--- config.mk ---
export PLATFORM = sky130hd
export DESIGN_NAME = mem_access_unit
export DESIGN_NICKNAME = d
export VERILOG_FILES = /design/src/rtl/mem_access_unit_pkg.sv /design/src/rtl/mem_access_unit_lane_align.sv /design/src/rtl/mem_access_unit.sv
export SDC_FILE = /design/constraint.sdc
export NUM_CORES = 1
export LEC_CHECK = 0
export ABC_AREA = 1
export BUFFER_PORTS_ARGS = -buffer_cell sky130_fd_sc_hd__buf_2
export CAP_MARGIN = 5
export CORE_UTILIZATION = 30
export CTS_CLUSTER_DIAMETER = 200
export DETAILED_ROUTE_END_ITERATION = 12
export PLACE_DENSITY_LB_ADDON = 0.12
export SYNTH_ARGS = -nofsm -noshare
export SYNTH_HDL_FRONTEND = slang
export SYNTH_SLANG_ARGS = --single-unit
--- constraint.sdc ---
create_clock -name clk -period 1.8 [get_ports clk]
set_clock_uncertainty 0.2 [all_clocks]
set_input_delay 0.09 -clock clk [delete_from_list [all_inputs] [get_ports clk]]
set_output_delay 0.09 -clock clk [all_outputs]
set_load 0.005 [all_outputs]
--- src/rtl/mem_access_unit_pkg.sv ---
// mem_pkg: shared encodings for the MEM-stage data-memory access unit.
//   - access size codes used on op_size
//   - FSM state encoding for mem_access_unit
//   - is_misaligned(): natural-alignment test used by the optional
//     misaligned-access exception (MEM_MISALIGN_EXC_EN)
package mem_pkg;

    localparam logic [1:0] SZ_BYTE = 2'b00;
    localparam logic [1:0] SZ_HALF = 2'b01;
    localparam logic [1:0] SZ_WORD = 2'b10;

    typedef enum logic [1:0] {
        S_IDLE = 2'd0,
        S_REQ  = 2'd1,
        S_WAIT = 2'd2,
        S_DONE = 2'd3
    } state_e;

    // Reserved size 2'b11 is checked like a word.
    function automatic logic is_misaligned(input logic [1:0] size, input logic [1:0] a);
        case (size)
            SZ_BYTE: return 1'b0;
            SZ_HALF: return a[0];
            default: return (a != 2'b00);
        endcase
    endfunction

endpackage

--- src/rtl/mem_access_unit_lane_align.sv ---
// mem_lane_align: combinational byte-lane steering for a 32-bit little-endian
// memory word. Shared with the I-cache refill path.
//   addr_lo_i   in   2  byte offset within the word
//   size_i      in   2  SZ_BYTE / SZ_HALF / SZ_WORD (11 behaves as word)
//   unsigned_i  in   1  zero-extend (1) or sign-extend (0) load data
//   wdata_i     in  32  raw store data
//   rdata_i     in  32  raw memory read word
//   be_o        out  4  byte enables, bit i = lane i
//   wdata_o     out 32  store data replicated across lanes
//   rdata_o     out 32  extracted and extended load data
module mem_lane_align
    import mem_pkg::*;
(
    input  logic [1:0]  addr_lo_i,
    input  logic [1:0]  size_i,
    input  logic        unsigned_i,
    input  logic [31:0] wdata_i,
    input  logic [31:0] rdata_i,
    output logic [3:0]  be_o,
    output logic [31:0] wdata_o,
    output logic [31:0] rdata_o
);

    function automatic logic [31:0] extend8(input logic [7:0] b, input logic uns);
        return uns ? {24'b0, b} : {{24{b[7]}}, b};
    endfunction

    function automatic logic [31:0] extend16(input logic [15:0] h, input logic uns);
        return uns ? {16'b0, h} : {{16{h[15]}}, h};
    endfunction

    logic [7:0]  byte_sel;
    logic [15:0] half_sel;

    always_comb begin
        case (addr_lo_i)
            2'd0:    byte_sel = rdata_i[7:0];
            2'd1:    byte_sel = rdata_i[15:8];
            2'd2:    byte_sel = rdata_i[23:16];
            default: byte_sel = rdata_i[31:24];
        endcase
        // Halfword lane pair is chosen by a[1] only; a[0] is truncated.
        half_sel = addr_lo_i[1] ? rdata_i[31:16] : rdata_i[15:0];

        case (size_i)
            SZ_BYTE: begin
                be_o    = 4'b0001 << addr_lo_i;
                wdata_o = {4{wdata_i[7:0]}};
                rdata_o = extend8(byte_sel, unsigned_i);
            end
            SZ_HALF: begin
                be_o    = addr_lo_i[1] ? 4'b1100 : 4'b0011;
                wdata_o = {2{wdata_i[15:0]}};
                rdata_o = extend16(half_sel, unsigned_i);
            end
            default: begin
                be_o    = 4'b1111;
                wdata_o = wdata_i;
                rdata_o = rdata_i;
            end
        endcase
    end

endmodule

--- src/rtl/mem_access_unit.sv ---
// mem_access_unit: MEM-stage data-memory access unit with a handshaked,
// variable-latency memory port, lane steering, load extension, pipeline stall
// and bus timeout.
// Optional feature macro: MEM_MISALIGN_EXC_EN -- misaligned half/word accesses
// skip the memory and complete immediately with misalign=1.
//   clk, rst_n        clock / asynchronous active-low reset
//   op_valid, op_we, op_size, op_unsigned, op_addr, op_wdata   MEM-stage op
//   stall             freeze IF..MEM while the access is in flight
//   ld_data           aligned, extended load result (held between captures)
//   done, bus_err     completion pulse / timeout pulse (coincides with done)
//   misalign          misaligned-access flag (0 without MEM_MISALIGN_EXC_EN)
//   mem_req, mem_we, mem_addr, mem_be, mem_wdata   request side
//   mem_gnt, mem_rvalid, mem_rdata                 response side
module mem_access_unit
    import mem_pkg::*;
#(
    parameter int ADDR_W  = 32,
    parameter int TIMEOUT = 16,
    parameter int CNT_W   = 5
) (
    input  logic              clk,
    input  logic              rst_n,
    input  logic              op_valid,
    input  logic              op_we,
    input  logic [1:0]        op_size,
    input  logic              op_unsigned,
    input  logic [ADDR_W-1:0] op_addr,
    input  logic [31:0]       op_wdata,
    output logic              stall,
    output logic [31:0]       ld_data,
    output logic              done,
    output logic              bus_err,
    output logic              misalign,
    output logic              mem_req,
    output logic              mem_we,
    output logic [ADDR_W-3:0] mem_addr,
    output logic [3:0]        mem_be,
    output logic [31:0]       mem_wdata,
    input  logic              mem_gnt,
    input  logic              mem_rvalid,
    input  logic [31:0]       mem_rdata
);

    state_e            state_q;
    logic              we_q;
    logic              uns_q;
    logic [1:0]        size_q;
    logic [ADDR_W-1:0] addr_q;
    logic [31:0]       wdata_q;
    logic [CNT_W-1:0]  cnt_q;
    logic              req_q;
    logic              done_q;
    logic              err_q;
    logic [31:0]       ld_q;

    logic [3:0]        be_w;
    logic [31:0]       wrep_w;
    logic [31:0]       rext_w;
    logic              timeout_w;

    // Steering works on the latched op so request fields stay stable until gnt.
    mem_lane_align u_align (
        .addr_lo_i  (addr_q[1:0]),
        .size_i     (size_q),
        .unsigned_i (uns_q),
        .wdata_i    (wdata_q),
        .rdata_i    (mem_rdata),
        .be_o       (be_w),
        .wdata_o    (wrep_w),
        .rdata_o    (rext_w)
    );

    // Last permitted REQ/WAIT cycle; completion in this cycle still wins.
    assign timeout_w = (cnt_q == CNT_W'(TIMEOUT - 1));

`ifdef MEM_MISALIGN_EXC_EN
    logic mis_q;
    logic misalign_w;
    assign misalign_w = is_misaligned(op_size, op_addr[1:0]);
    assign misalign   = mis_q;
`else
    assign misalign   = 1'b0;
`endif

    always_ff @(posedge clk or negedge rst_n) begin
        if (!rst_n) begin
            state_q <= S_IDLE;
            we_q    <= 1'b0;
            uns_q   <= 1'b0;
            size_q  <= 2'b00;
            addr_q  <= '0;
            wdata_q <= '0;
            cnt_q   <= '0;
            req_q   <= 1'b0;
            done_q  <= 1'b0;
            err_q   <= 1'b0;
            ld_q    <= '0;
`ifdef MEM_MISALIGN_EXC_EN
            mis_q   <= 1'b0;
`endif
        end else begin
            done_q <= 1'b0;
            err_q  <= 1'b0;
`ifdef MEM_MISALIGN_EXC_EN
            mis_q  <= 1'b0;
`endif
            case (state_q)
                S_IDLE: begin
                    if (op_valid) begin
                        we_q    <= op_we;
                        uns_q   <= op_unsigned;
                        size_q  <= op_size;
                        addr_q  <= op_addr;
                        wdata_q <= op_wdata;
                        cnt_q   <= '0;
`ifdef MEM_MISALIGN_EXC_EN
                        if (misalign_w) begin
                            state_q <= S_DONE;
                            done_q  <= 1'b1;
                            mis_q   <= 1'b1;
                        end else begin
                            state_q <= S_REQ;
                            req_q   <= 1'b1;
                        end
`else
                        state_q <= S_REQ;
                        req_q   <= 1'b1;
`endif
                    end
                end
                S_REQ: begin
                    cnt_q <= cnt_q + CNT_W'(1);
                    if (mem_gnt && (we_q || mem_rvalid)) begin
                        req_q   <= 1'b0;
                        state_q <= S_DONE;
                        done_q  <= 1'b1;
                        if (!we_q) ld_q <= rext_w;
                    end else if (timeout_w) begin
                        req_q   <= 1'b0;
                        state_q <= S_DONE;
                        done_q  <= 1'b1;
                        err_q   <= 1'b1;
                        ld_q    <= '0;
                    end else if (mem_gnt) begin
                        req_q   <= 1'b0;
                        state_q <= S_WAIT;
                    end
                end
                S_WAIT: begin
                    cnt_q <= cnt_q + CNT_W'(1);
                    if (mem_rvalid) begin
                        state_q <= S_DONE;
                        done_q  <= 1'b1;
                        ld_q    <= rext_w;
                    end else if (timeout_w) begin
                        state_q <= S_DONE;
                        done_q  <= 1'b1;
                        err_q   <= 1'b1;
                        ld_q    <= '0;
                    end
                end
                S_DONE: begin
                    // op_valid still shows the finished instruction here.
                    state_q <= S_IDLE;
                end
                default: state_q <= S_IDLE;
            endcase
        end
    end

    assign stall     = op_valid && (state_q != S_DONE);
    assign ld_data   = ld_q;
    assign done      = done_q;
    assign bus_err   = err_q;
    assign mem_req   = req_q;
    assign mem_we    = we_q & req_q;
    assign mem_addr  = addr_q[ADDR_W-1:2];
    assign mem_be    = be_w;
    assign mem_wdata = wrep_w;

endmodule

==> flow_summary.rst <==
.. list-table::
   :header-rows: 1

   * - Metric
     - Value
   * - Outcome
     - finished with violations
   * - Violations in the final reports
     - setup timing
   * - Switch Pwr
     - 6.25 mW
   * - Relative contribution of the clock network to total power
     - 0.134
   * - Initial cell density of the core
     - 0.305
   * - Most instantiated library cell after synthesis
     - sky130_fd_sc_hd__nand2_1
   * - Share of layout cells above drive strength 1
     - 0.408
   * - Number of nets in the finished design
     - 1,181
   * - Vias per cell
     - 4.42
   * - Area added between synthesis and finish
     - 54.8%
   * - Tmin final
     - 1.86 ns
   * - Count of routing violations after the opening detailed-route iteration
     - 189
   * - Hold depth
     - 7
   * - Area fraction of the dominant cell type after synthesis
     - 0.447
   * - Initial antenna violation count
     - 0
   * - Most area-consuming cells after synthesis
     - sky130_fd_sc_hd__dfrtp_1 (45%), sky130_fd_sc_hd__nand2_1 (13%), sky130_fd_sc_hd__mux2_2 (10%)
   * - Number of global-route vias before repair
     - 5,971
   * - Detailed-placement wirelength estimate
     - 13.7 mm
   * - Core Region
     - 20,200 um2
   * - Share of synthesized area occupied by flip-flops and latches
     - 0.447
   * - First-pass GRT wire length
     - 31.3 mm
   * - Final count of negative-setup-slack endpoints
     - 11
   * - Combinational Power Share
     - 0.566
   * - Count of cell types in the netlist
     - 34
   * - Maximum fanout count along the critical path
     - 6
   * - Gate count of the mapped netlist
     - 750
   * - Switching power share of the total
     - 0.415
   * - Routability congestion estimate
     - 0.825
   * - Capture instance of the worst register-to-register path
     - ld_data[0]$_DFFE_PN0P_
   * - Number of flops mapped to enable cells by yosys
     - 0
   * - Die outline width
     - 145 um
   * - Clock H-tree levels
     - 3
   * - Post-layout power
     - 15.1 mW
   * - Final max-slew violation count
     - 0
   * - DRT Pass-1 Iters
     - 6
   * - Achievable frequency
     - 538 MHz
   * - Most used flip-flop cell after synthesis
     - sky130_fd_sc_hd__dfrtp_1
   * - Final worst path period share
     - 1.03
   * - Critical path buffer and inverter count
     - 2
   * - Area of all placed cells without fillers
     - 9520 um2
   * - Endpoint type of the worst setup path
     - primary output
   * - Clock buffer count from CTS
     - 9
   * - Worst Reg-to-Reg Cells
     - 10
   * - Critical Path Slowest Stage Cell
     - sky130_fd_sc_hd__dfrtp_2
   * - Via count
     - 5,949
   * - Clock Latency Late Sink
     - 0.35 ns
   * - Full die area
     - 21,100 um2
   * - Count of pins on the block boundary
     - 209
   * - Maximum root-to-sink buffer count
     - 2
   * - Synthesized area per cell
     - 8.20 um2
   * - Peak supply drop
     - 0.803 mV
   * - CTS Sinks
     - 110
   * - Number of hold violations in the final report
     - 0
   * - Mean routed wirelength per cell
     - 14.9 um
   * - Critical path launch point type
     - register
   * - Leftover overflow at the end of global routing
     - 0
   * - Required time of the critical path
     - 1.51 ns
   * - Non-filler cells in the finished layout
     - 1,346
   * - Total placed cells including tap cells
     - 1,195
   * - Tot GR Track Use
     - 0.188
   * - Post-route core utilization
     - 0.472
   * - Unrepaired setup endpoints after global routing
     - yes
   * - Clk slew on worst S/H paths
     - 0.08 ns
   * - Final routed DRC violation total
     - 0
   * - Hold Path Sink
     - ld_data[7]$_DFFE_PN0P_
   * - Instance area after placement
     - 7480 um2
   * - Number of storage elements in the synthesis netlist
     - 110
   * - Total wire length after detailed routing
     - 20.1 mm
   * - Crit Path Category
     - register to primary output
   * - Seq pwr share
     - 0.300
   * - Number of cell rows
     - 52
   * - Internal power summed over all cells
     - 8.81 mW
   * - Hold/Removal Path Class
     - primary input to register
   * - Worst hold start
     - mem_rdata[7]
   * - Arrival @ worst endpoint
     - 1.57 ns
   * - Pin count of the biggest net entering global routing
     - 50
   * - Post-synthesis cell type with the largest combined area
     - sky130_fd_sc_hd__dfrtp_1
   * - Power per cell area
     - 1580 nW/um2
   * - Antenna Nets Post-Route
     - 0
   * - Port Buffers
     - 207
   * - Place WS
     - -0.0945 ns
   * - Syn nets
     - 861
   * - Post-Syn Area
     - 6150 um2
   * - Clock root buffer master
     - sky130_fd_sc_hd__clkbuf_16
   * - Overall die height
     - 145 um
   * - Top cells by instance count after synthesis
     - sky130_fd_sc_hd__nand2_1 (209), sky130_fd_sc_hd__dfrtp_1 (110), sky130_fd_sc_hd__inv_1 (90), sky130_fd_sc_hd__mux2_2 (55), sky130_fd_sc_hd__a21oi_1 (44)
   * - Flop2flop setup slack
     - 0.01 ns
   * - Clock tree from TritonCTS
     - yes
   * - Fraction of synthesis flops using an asynchronous set or reset pin
     - 1.00
   * - Number of max-cap violations
     - 0
   * - FF-to-FF Start
     - cnt_q[0]$_DFFE_PN0P_
   * - Max stage delay on crit path
     - 0.45 ns
   * - Leakage dissipation
     - 5.05 nW
   * - Fill count
     - 2,010
   * - Post-route worst setup slack
     - -0.0594 ns
   * - Cell-by-cell listing of the critical path
     - nor2_4 -> buf_12 -> nand2_4 -> o211ai_1 -> buf_2
   * - Category of cells accounting for the largest share of critical-path delay
     - flip-flops
   * - Count of yosys warnings during synthesis
     - 0
worst max path at each step:
stage,slack [ns],startpoint,cells past startpoint,to
after CTS,-0.04,cnt_q[0]$_DFFE_PN0P_,9,ld_data[4]$_DFFE_PN0P_
final,-0.06,size_q[0]$_DFFE_PN0P_,5,mem_wdata[26]
after detailed placement,-0.09,state_q[0]$_DFFE_PN0P_,9,ld_data[4]$_DFFE_PN0P_
after floorplan,-0.004,state_q[0]$_DFFE_PN0P_,11,ld_data[22]$_DFFE_PN0P_
after global placement,-0.06,state_q[0]$_DFFE_PN0P_,9,ld_data[4]$_DFFE_PN0P_
after global routing,-0.13,cnt_q[0]$_DFFE_PN0P_,11,ld_data[29]$_DFFE_PN0P_
flip-flops by register name (all words and copies together), names as in the netlist:
name     count
size_q       2
uns_q        1
we_q         1
ld_data     32
wdata_q     32
bus_err      1
done         1
state_q      2
cnt_q        5
addr_q      32
mem_req      1
power by group through the flow:
stage               Combinational [mW]  Sequential [mW]  Clock (mW)
floorplan                         4.86             4.31           0
global placement                  7.13             4.50           0
detailed placement                7.14             4.51           0
CTS                               7.95             4.46        2.09
global route                      9.44             4.68        2.18
finish                            8.53             4.52        2.01
area by class of cell:
cell class	instances	area, um2	area share
Timing Repair Buffer	379	2900	0.305
Multi-Input combinational cell	471	2860	0.300
Sequential cell	110	2760	0.290
Inverter	99	382	0.0401
Tap cell	270	338	0.0355
Clock buffer	10	229	0.0240
Clock inverter	6	51.3	0.00539
Antenna cell	1	2.50	0.000263
tightest hold or removal path, stage by stage:
cell	delay, ns
sky130_fd_sc_hd__buf_2	0.09
sky130_fd_sc_hd__nand2_1	0.06
sky130_fd_sc_hd__nand3_2	0.10
sky130_fd_sc_hd__nand2_1	0.06
sky130_fd_sc_hd__nand3_1	0.10
sky130_fd_sc_hd__nand2_1	0.06
sky130_fd_sc_hd__nand2_1	0.05
layout by cell type, fill, tap and decap left out, types with 4 or more instances in the layout:
| cell type | n |
|---|---|
| sky130_fd_sc_hd__clkbuf_16 | 12 |
| sky130_fd_sc_hd__a21oi_1 | 42 |
| sky130_fd_sc_hd__o21ai_2 | 12 |
| sky130_fd_sc_hd__nor2_4 | 5 |
| sky130_fd_sc_hd__dfrtp_2 | 4 |
| sky130_fd_sc_hd__buf_4 | 40 |
| sky130_fd_sc_hd__buf_12 | 11 |
| sky130_fd_sc_hd__o211ai_1 | 10 |
| sky130_fd_sc_hd__inv_1 | 86 |
| sky130_fd_sc_hd__nand2_2 | 24 |
| sky130_fd_sc_hd__inv_4 | 4 |
| sky130_fd_sc_hd__o22ai_1 | 7 |
| sky130_fd_sc_hd__dlygate4sd3_1 | 104 |
| sky130_fd_sc_hd__dfrtp_1 | 106 |
| sky130_fd_sc_hd__buf_6 | 9 |
| sky130_fd_sc_hd__o21ai_0 | 9 |
| sky130_fd_sc_hd__nand2_1 | 181 |
| sky130_fd_sc_hd__nand3_1 | 33 |
| sky130_fd_sc_hd__nor2_1 | 31 |
| sky130_fd_sc_hd__nor2_2 | 9 |
| sky130_fd_sc_hd__o21ai_1 | 19 |
| sky130_fd_sc_hd__nand2_4 | 10 |
| sky130_fd_sc_hd__nand3_4 | 4 |
| sky130_fd_sc_hd__mux2_2 | 55 |
| sky130_fd_sc_hd__buf_2 | 206 |
| sky130_fd_sc_hd__inv_2 | 8 |
metrics by stage:
step           TNS [ns]  hold WS (ns)
2_1_floorplan    -0.118        -0.406
3_3_place_gp     -0.374        -0.175
5_1_grt           -3.14        0.0868
3_5_place_dp      -1.69        -0.183
4_1_cts          -0.303        0.0744
6_report         -0.369        0.0808
repair_timing:
item,in CTS,in global routing
setup endpoints to repair,103,111
pin swaps,5,39
cloned,3,3
setup buffers,14,14
hold buffers,104,0
endpoints found under the hold margin,212,0
resized for setup,32,94
kinds of logic after synthesis:
kind of cell               Yosys count  synth area share
buffers and inverters              169             0.135
other                                1          0.000610
AOI/OAI and AO/OA                  105            0.0927
DFF                                110             0.447
muxes                               55             0.101
and+or+nand+nor                    304             0.211
adders and majority gates            6            0.0122
routing by layer:
| layer | global-route usage | vias up | wire length (um) |
|---|---|---|---|
| li1 | - | 2980 | - |
| met4 | 0.0374 | 0 | 129 |
| met3 | 0.0469 | 8 | 1070 |
| met2 | 0.329 | 173 | 10000 |
| met5 | 0 | - | 0 |
| met1 | 0.234 | 2788 | 8850 |
(Power assumes the default switching activity.)
